`config.mk`:
```
export PLATFORM = sky130hd
export DESIGN_NAME = cdb_arbiter
export DESIGN_NICKNAME = d
export VERILOG_FILES = /design/src/rtl/cdb_arbiter.sv
export SDC_FILE = /design/constraint.sdc
export NUM_CORES = 1
export LEC_CHECK = 0
export CORE_UTILIZATION = 54
export CTS_BUF_LIST = sky130_fd_sc_hd__clkbuf_4 sky130_fd_sc_hd__clkbuf_8 sky130_fd_sc_hd__clkbuf_16
export DETAILED_ROUTE_END_ITERATION = 8
export HOLD_SLACK_MARGIN = 0.08
export MAX_ROUTING_LAYER = met4
export PLACE_DENSITY = 0.8
export SYNTH_ARGS = -nofsm -noshare
export SYNTH_HDL_FRONTEND = slang
export SYNTH_SLANG_ARGS = --single-unit
```
`constraint.sdc`:
```
create_clock -name clk -period 5.27 [get_ports clk]
set_input_delay 0.7905 -clock clk [delete_from_list [all_inputs] [get_ports clk]]
set_output_delay 0.7905 -clock clk [all_outputs]
set_load 0.01 [all_outputs]
```
`src/rtl/cdb_arbiter.sv`:
```
// cdb_arbiter: merges the ALU and load-unit result streams onto one registered
// common data bus. Each source feeds a private FIFO; a round-robin arbiter pops
// at most one head per cycle onto cdb_flag/cdb_rob_id/cdb_val.
// Ports:
//   clk, rst          clock, synchronous active-high reset
//   rdy               global enable; low holds every register
//   jump_wrong        mispredict flush (empties both FIFOs, drops same-cycle inputs)
//   ex_* / ld_*       result valid, ROB tag, 32-bit value from ALU / load unit
//   ex_nex_ava        ALU may present a result next cycle (combinational)
//   ld_nex_ava        load unit may present a result next cycle (combinational)
//   cdb_flag/rob_id/val  registered broadcast
//   ovf_err           sticky: a push hit a full FIFO with no same-cycle pop
module cdb_arbiter #(
  parameter int unsigned ROB_BW = 4,
  parameter int unsigned QDEPTH = 4,
  parameter int unsigned QBW    = 2
) (
  input  logic              clk,
  input  logic              rst,
  input  logic              rdy,
  input  logic              jump_wrong,
  input  logic              ex_flag,
  input  logic [ROB_BW-1:0] ex_rob_id,
  input  logic [31:0]       ex_val,
  input  logic              ld_flag,
  input  logic [ROB_BW-1:0] ld_rob_id,
  input  logic [31:0]       ld_val,
  output logic              ex_nex_ava,
  output logic              ld_nex_ava,
  output logic              cdb_flag,
  output logic [ROB_BW-1:0] cdb_rob_id,
  output logic [31:0]       cdb_val,
  output logic              ovf_err
);

  localparam int unsigned NSRC = 2;
  localparam int unsigned CW   = QBW + 1;
  localparam int unsigned DW   = 32;
  localparam logic SRC_EX = 1'b0;
  localparam logic SRC_LD = 1'b1;

  typedef struct packed {
    logic [ROB_BW-1:0] rob_id;
    logic [DW-1:0]     val;
  } cdb_entry_t;

  logic            flush;
  logic            active;
  logic [NSRC-1:0] push_req;
  logic [NSRC-1:0] push_ok;
  logic [NSRC-1:0] pop;
  logic [NSRC-1:0] nonempty;
  logic [NSRC-1:0] ovf_hit;
  logic [NSRC-1:0] nex_ava;
  cdb_entry_t      in_entry [NSRC];
  cdb_entry_t      head     [NSRC];
  cdb_entry_t      head_sel;
  logic            grant_vld;
  logic            grant_src;
  logic            rr_last;

  assign flush  = rst | jump_wrong;
  assign active = rdy & ~flush;

  // Tag 0 means "no dependency" and must never reach the bus.
  assign push_req    = {ld_flag & (ld_rob_id != '0), ex_flag & (ex_rob_id != '0)};
  assign in_entry[0] = '{rob_id: ex_rob_id, val: ex_val};
  assign in_entry[1] = '{rob_id: ld_rob_id, val: ld_val};

  // Grant on occupancy before this edge's push, so there is no bypass path.
  always_comb begin
    grant_vld = 1'b0;
    grant_src = SRC_EX;
    case (nonempty)
      2'b01: begin
        grant_vld = 1'b1;
        grant_src = SRC_EX;
      end
      2'b10: begin
        grant_vld = 1'b1;
        grant_src = SRC_LD;
      end
      2'b11: begin
        grant_vld = 1'b1;
        grant_src = ~rr_last;
      end
      default: begin
        grant_vld = 1'b0;
        grant_src = SRC_EX;
      end
    endcase
  end

  // Per-source FIFO with occupancy counter and next-cycle availability.
  for (genvar g = 0; g < NSRC; g++) begin : g_src
    cdb_entry_t     mem [QDEPTH];
    logic [QBW-1:0] wr_ptr;
    logic [QBW-1:0] rd_ptr;
    logic [CW-1:0]  count;
    logic [CW-1:0]  count_next;
    logic           full;

    assign full        = (count == CW'(QDEPTH));
    assign nonempty[g] = (count != '0);
    assign pop[g]      = active & grant_vld & (grant_src == 1'(g));
    // A full FIFO still accepts a push when it is popped on the same edge.
    assign push_ok[g]  = active & push_req[g] & (~full | pop[g]);
    assign ovf_hit[g]  = active & push_req[g] & full & ~pop[g];
    assign count_next  = count + CW'(push_ok[g]) - CW'(pop[g]);
    assign nex_ava[g]  = flush | (count_next <= CW'(QDEPTH - 1));
    assign head[g]     = mem[rd_ptr];

    always_ff @(posedge clk) begin
      if (flush) begin
        wr_ptr <= '0;
        rd_ptr <= '0;
        count  <= '0;
      end else if (rdy) begin
        if (push_ok[g]) wr_ptr <= wr_ptr + QBW'(1);
        if (pop[g])     rd_ptr <= rd_ptr + QBW'(1);
        count <= count_next;
      end
    end

    // Storage needs no reset: occupancy alone says what is valid.
    always_ff @(posedge clk) begin
      if (push_ok[g]) mem[wr_ptr] <= in_entry[g];
    end
  end

  assign head_sel   = grant_src ? head[1] : head[0];
  assign ex_nex_ava = nex_ava[0];
  assign ld_nex_ava = nex_ava[1];

  // Broadcast register, round-robin pointer and sticky overflow flag.
  always_ff @(posedge clk) begin
    if (rst) begin
      cdb_flag   <= 1'b0;
      cdb_rob_id <= '0;
      cdb_val    <= '0;
      ovf_err    <= 1'b0;
      rr_last    <= SRC_LD;
    end else if (jump_wrong) begin
      cdb_flag <= 1'b0;
      rr_last  <= SRC_LD;
    end else if (rdy) begin
      cdb_flag <= grant_vld;
      if (grant_vld) begin
        cdb_rob_id <= head_sel.rob_id;
        cdb_val    <= head_sel.val;
      end
      if (nonempty == 2'b11) rr_last <= grant_src;
      if (|ovf_hit) ovf_err <= 1'b1;
    end
  end

endmodule

```
Yosys cells after proc, flatten, opt, wreduce, memory -nomap -nowiden
Memory sizes are Yosys's and may differ from the RTL's. A register that Yosys moved wholly into a read port is not among the register bits.
Index checks and enable logic that the tools add are counted.
- memories kept: 2
- input bits: 78
- logic and storage cells: 80
- bits in registers: 53
- bits in writable memories: 288
- memories (name ; depth ; bits a word ; rd ports ; clocked after memory_dff ; write ports ; RTL line ; source):
    g_src[0].mem ; 4 ; 36 ; 1 ; 1 ; 1 ; 96 ; cdb_entry_t mem [QDEPTH];
    g_src[1].mem ; 4 ; 36 ; 1 ; 1 ; 1 ; 96 ;
- reductions and logical operators: 14
- $add $sub $neg: 8
- equal/unequal tests: 5
- mux-type cells: 11
- $lt $le $gt $ge: 2
- bitwise logic cells: 27
- operator list (operator ; number):
    36-bit two-way mux ; 1
    1-bit AND ; 14
    2-bit AND reduction ; 5
    2-bit by 1-bit adder with 2-bit output, second input constant ; 4
    2-bit two-way mux ; 4
    1-bit NOT ; 8
    4-bit nonzero test ; 2
    3-bit by 1-bit adder with 3-bit output ; 2
    3-bit equality test, second input constant ; 2
    3-bit by 2-bit less-or-equal comparator with 1-bit output, second input constant ; 2
    3-bit AND reduction ; 2
    3-bit nonzero test ; 2
    3-bit by 1-bit subtractor with 3-bit output ; 2
    1-bit two-way mux ; 5
    1-bit bitwise OR ; 5
    2-bit equality test, second input constant ; 2
    2-bit OR reduction ; 2
    3-bit OR reduction ; 1
    2-bit by 1-bit equality test with 1-bit output, second input constant ; 1
    1-bit case mux with 2 select lines ; 1

Longest topological paths before layout
- depth after elaboration: 12
- depth in mapped cells: 13

Worst setup path after synthesis
OpenSTA, ideal clock, no wires.
- path type: input to output
- from: input jump_wrong
- to: output ex_nex_ava
- cell stages on the path: 11
- path buffers: 0
- data arrival time: 2.705 ns
- setup slack: 1.774 ns
- cells stage by stage: nor3b_1 -> o211ai_1 -> inv_1 -> ha_1 -> inv_1 -> ha_1 -> inv_1 -> fa_1 -> xor2_1 -> xor2_1 -> nand2_1
- word-level cells in the longest chain between the ends: 11
- ends and longest elaborated chain (element ; RTL line ; source):
    start: declaration ; 21 ; input logic jump_wrong,
    1-bit bitwise OR * ; 62 ; assign flush = rst | jump_wrong;
    1-bit NOT ; 63 ; assign active = rdy & ~flush;
    1-bit AND ; 63 ;
    1-bit AND (2 in series) ; 105 ; assign pop[g] = active & grant_vld & (grant_src == 1'(g));
    1-bit bitwise OR ; 107 ; assign push_ok[g] = active & push_req[g] & (~full | pop[g]);
    1-bit AND ; 107 ;
    3-bit by 1-bit adder with 3-bit output ; 109 ; assign count_next = count + CW'(push_ok[g]) - CW'(pop[g]);
    3-bit by 1-bit subtractor with 3-bit output ; 109 ;
    3-bit by 2-bit less-or-equal comparator with 1-bit output ; 110 ; assign nex_ava[g] = flush | (count_next <= CW'(QDEPTH - 1));
    1-bit bitwise OR * ; 110 ;
    end: declaration ; 28 ; output logic ex_nex_ava,
Mark *: on every way between the ends. The rest lies on a longest branch, timed or not.

Worst setup path after layout
- from: input rdy
- to: output ex_nex_ava
- word-level cells in the longest chain between the ends: 9
- ends and longest elaborated chain (element ; RTL line ; source):
    start: declaration ; 20 ; input logic rdy,
    1-bit AND * ; 63 ;
    1-bit AND (2 in series) ; 105 ;
    1-bit bitwise OR ; 107 ;
    1-bit AND ; 107 ;
    3-bit by 1-bit adder with 3-bit output ; 109 ;
    3-bit by 1-bit subtractor with 3-bit output * ; 109 ;
    3-bit by 2-bit less-or-equal comparator with 1-bit output * ; 110 ;
    1-bit bitwise OR * ; 110 ;
Marks and branches as above.

==> flow_summary.ini <==
[clock_tree]
cts_hold_buf = 0
clock_latency_of_the_later_clocked_register_in_the_worst_skew_pair_ns = 0.52
tritoncts = done
cts_setup_buffers = 0
clkTransAtPathRegs_ns = 0.06
h-tree-depth = 2
cts_buffer_depth = 3
clk_root_buffer_cell = clkbuf_16
numClockSinks = 345
tritoncts.num_buffers = 34
cts_resized = 0

[hold_path]
min_path_type = reg -> reg
worst_hold_path.endpoint = ovf_err
holdPathStages = 2
worst_hold_startpoint = ovf_err

[setup_path]
worst_setup_path_end_kind = output pin
worstPathArrival_ns = 4.14
cp.required_ns = 4.48
r2r_setup_slack_ns = 2.46
r2r_end = g_src[0].count[2]
worstPathMaxFanout = 9
reg2reg_depth = 12
reg2reg_launch_point = g_src[1].count[2]
worstSetupPathType = in -> out
critical_path.startpoint_type = input port

[synth]
synth_most_common_cell = edfxtp_1
synth-simple-area-share = 0.0193
postSynthRegisterBits = 345
syn_inst = 666
synth-compound-area-share = 0.0364
synth_xor_area_frac = 0.00871
synthesis.nets = 758
ys_top_cells_by_count = 288 x edfxtp_1, 72 x mux4_2, 57 x dfxtp_1, 40 x mux2i_1, 37 x a21oi_1
synth_cell_types = 41
muxShareOfSynthArea = 0.155
synth.yosys.warnings = 0
synthAdderAreaFrac = 0.0145
number_of_enable_flip_flop_cells_after_synthesis = 288
syn-cell-area_sq_um = 13100
synth.avg_cell_area_sq_um = 19.6
synthDominantCellAreaShare = 0.661
netlist.top_cell.by_area = edfxtp_1
post_synth_main_area_contributors = edfxtp_1 66%, mux4_2 12%, dfxtp_1 8.7%, mux2i_1 3.1%, a21oi_1 1.4%
combinational_family_with_the_most_area_after_synthesis = multiplexers
synth_ff_type = edfxtp_1
asyncSetResetFlopFracSynth = 0
synth_sequential_area_ratio = 0.748

[sta]
final_critical_path_setup_slack_ns = 0.335
grt_setup_unrepaired = false
maxClockFrequency_ghz = 0.203
tightestPinTransition_ns = 1.30
clock-skew-final_ns = 0.0229
setup_viol_count_final = 0
finalHoldViolations = 0
final-max-slew-violation-count = 0
maxSlewHeadroom = 0.131
period_share = 0.936
setup_total_negative_slack_ns = 0
layout_min_cycle_time_ns = 4.94

[global_route]
grt_max_degree = 43
initial_antenna_violation_count = 2
grt_pass1_vias = 7020
grt_overflow_total = 0
global_route.usage.total = 0.222
grt_first_pass_wirelength_um = 38900

[detailed_routing]
drc = 0
post_drt_via_cell_ratio = 5.74
routed-wl-met3_um = 1670
route.detailed.wl_per_inst_um = 22.6
antenna_nets_post_route = 0
maxUsedRoutingLayer = met4
detail_route.wirelength.met1_um = 10300
routed_wl_um = 25600
drt-pass1-iter-count = 4
dr.first_iter.drc_count = 479
route.met2.wl_um = 13100
routed-via-count = 6514

[floorplanning]
i_o_pins = 118
floorplan.core_area_sq_um = 23600
die_x_um = 158
initial_core_utilization = 0.554
die_area_sq_um = 24800
die_h_um = 158
core.rowCount = 56

[pwr]
power.density_nw_per_um2 = 352
p_leak_nw = 5.25
peakVddDrop_v = 0.000172
design_power_total_w = 0.00548

[placed_design]
dpl.hpwl_um = 15500
place.gp.congestion = 0.884
placement.io_buffers = 117
pre_cts_slack_ns = 0.362
post-place-cells = 1072

[layout]
area_growth_pct = 19.2
post_route_cells_drive_above_1_share = 0.188
register_area_sq_um = 9790
fillers = 1553
finalCoreUtilization = 0.660
multi_input_combinational_cell_area_sq_um = 3080
post_layout_nonfiller_instances = 1134
num-nets-final = 881

[status]
result_of_the_run = finished clean

[run]
drv.max_cap_violation_count = 0
[through the flow]
stage,hold slack [ns],cell area (sq um)
global route,0.511,15600
CTS,0.472,15600
global placement,0.459,14500
finish,0.469,15600
floorplan,0.485,13100
detailed placement,0.454,14500
[how the worst max path moves through the flow]
stage	startpoint	to	slack, ns	cells after the start
detailed placement	rdy	ex_nex_ava	0.36	12
floorplan	jump_wrong	ex_nex_ava	1.77	11
CTS	rdy	ex_nex_ava	0.34	12
finish	rdy	ex_nex_ava	0.33	12
global route	rdy	ex_nex_ava	0.13	13
global placement	rdy	ex_nex_ava	0.44	12
[worst max-delay path, cell delays in order]
cell and delay, ns:
clkdlybuf4s50_1 0.63, buf_4 0.22, or3b_2 0.46, a311o_2 0.42, inv_2 0.10, ha_1 0.14, inv_1 0.05, fa_1 0.37
xor2_1 0.23, xor2_1 0.18, nand2_1 0.07, clkdlybuf4s50_1 0.48
[state kept, by name, summed over array words and instances (netlist names), named ones only]
register	count
rr_last	1
cdb_val	32
g_src.mem	288
g_src.rd_ptr	4
g_src.count	6
cdb_rob_id	4
g_src.wr_ptr	4
ovf_err	1
cdb_flag	1
[per-layer routing]
metal | up-vias | track usage
met5 | - | -
met1 | 3352 | 0.276
met3 | 41 | 0.0474
li1 | 2903 | -
met2 | 218 | 0.371
met4 | 0 | 0.0633
[cell families (layout without fill, tap and decap cells)]
logic type / count (synthesis) / in the layout
AND/OR/NAND/NOR: 49 / 49
buffers and inverters: 49 / 196
multiplexers: 112 / 112
XOR/XNOR: 13 / 13
adder cells (fa/ha/maj): 14 / 14
AO/OA/AOI/OAI: 84 / 84
flip-flops: 345 / 345
other: 0 / 2
[cell usage in the layout (no fill, tap or decap), types with 12 or more instances in the layout]
cell type | Yosys | routed
inv_1 | 14 | 14
mux4_2 | 72 | 72
o21ai_0 | 36 | 36
mux2i_1 | 40 | 40
a21oi_1 | 37 | 36
nor2_1 | 19 | 19
clkbuf_16 | 0 | 35
dfxtp_1 | 57 | 53
clkdlybuf4s50_1 | 0 | 117
clkbuf_4 | 0 | 15
ha_1 | 12 | 12
edfxtp_1 | 288 | 288
[final cells by class]
type / instances / share of cell area
inverter: 15 / 0.00361
sequential: 345 / 0.628
timing repair buffer: 121 / 0.0771
antenna: 2 / 0.000321
multi-input combinational: 272 / 0.197
tap: 319 / 0.0256
clock buffer: 52 / 0.0652
clock inverter: 8 / 0.00249
[power by group]
part	internal [W]	switching (W)	total (W)
sequential	0.00298	0.0000127	0.00299
clock	0.00133	0.000942	0.00227
combinational	0.000112	0.000107	0.000219
total	0.00442	0.00106	0.00548
(Power assumes the default switching activity.)
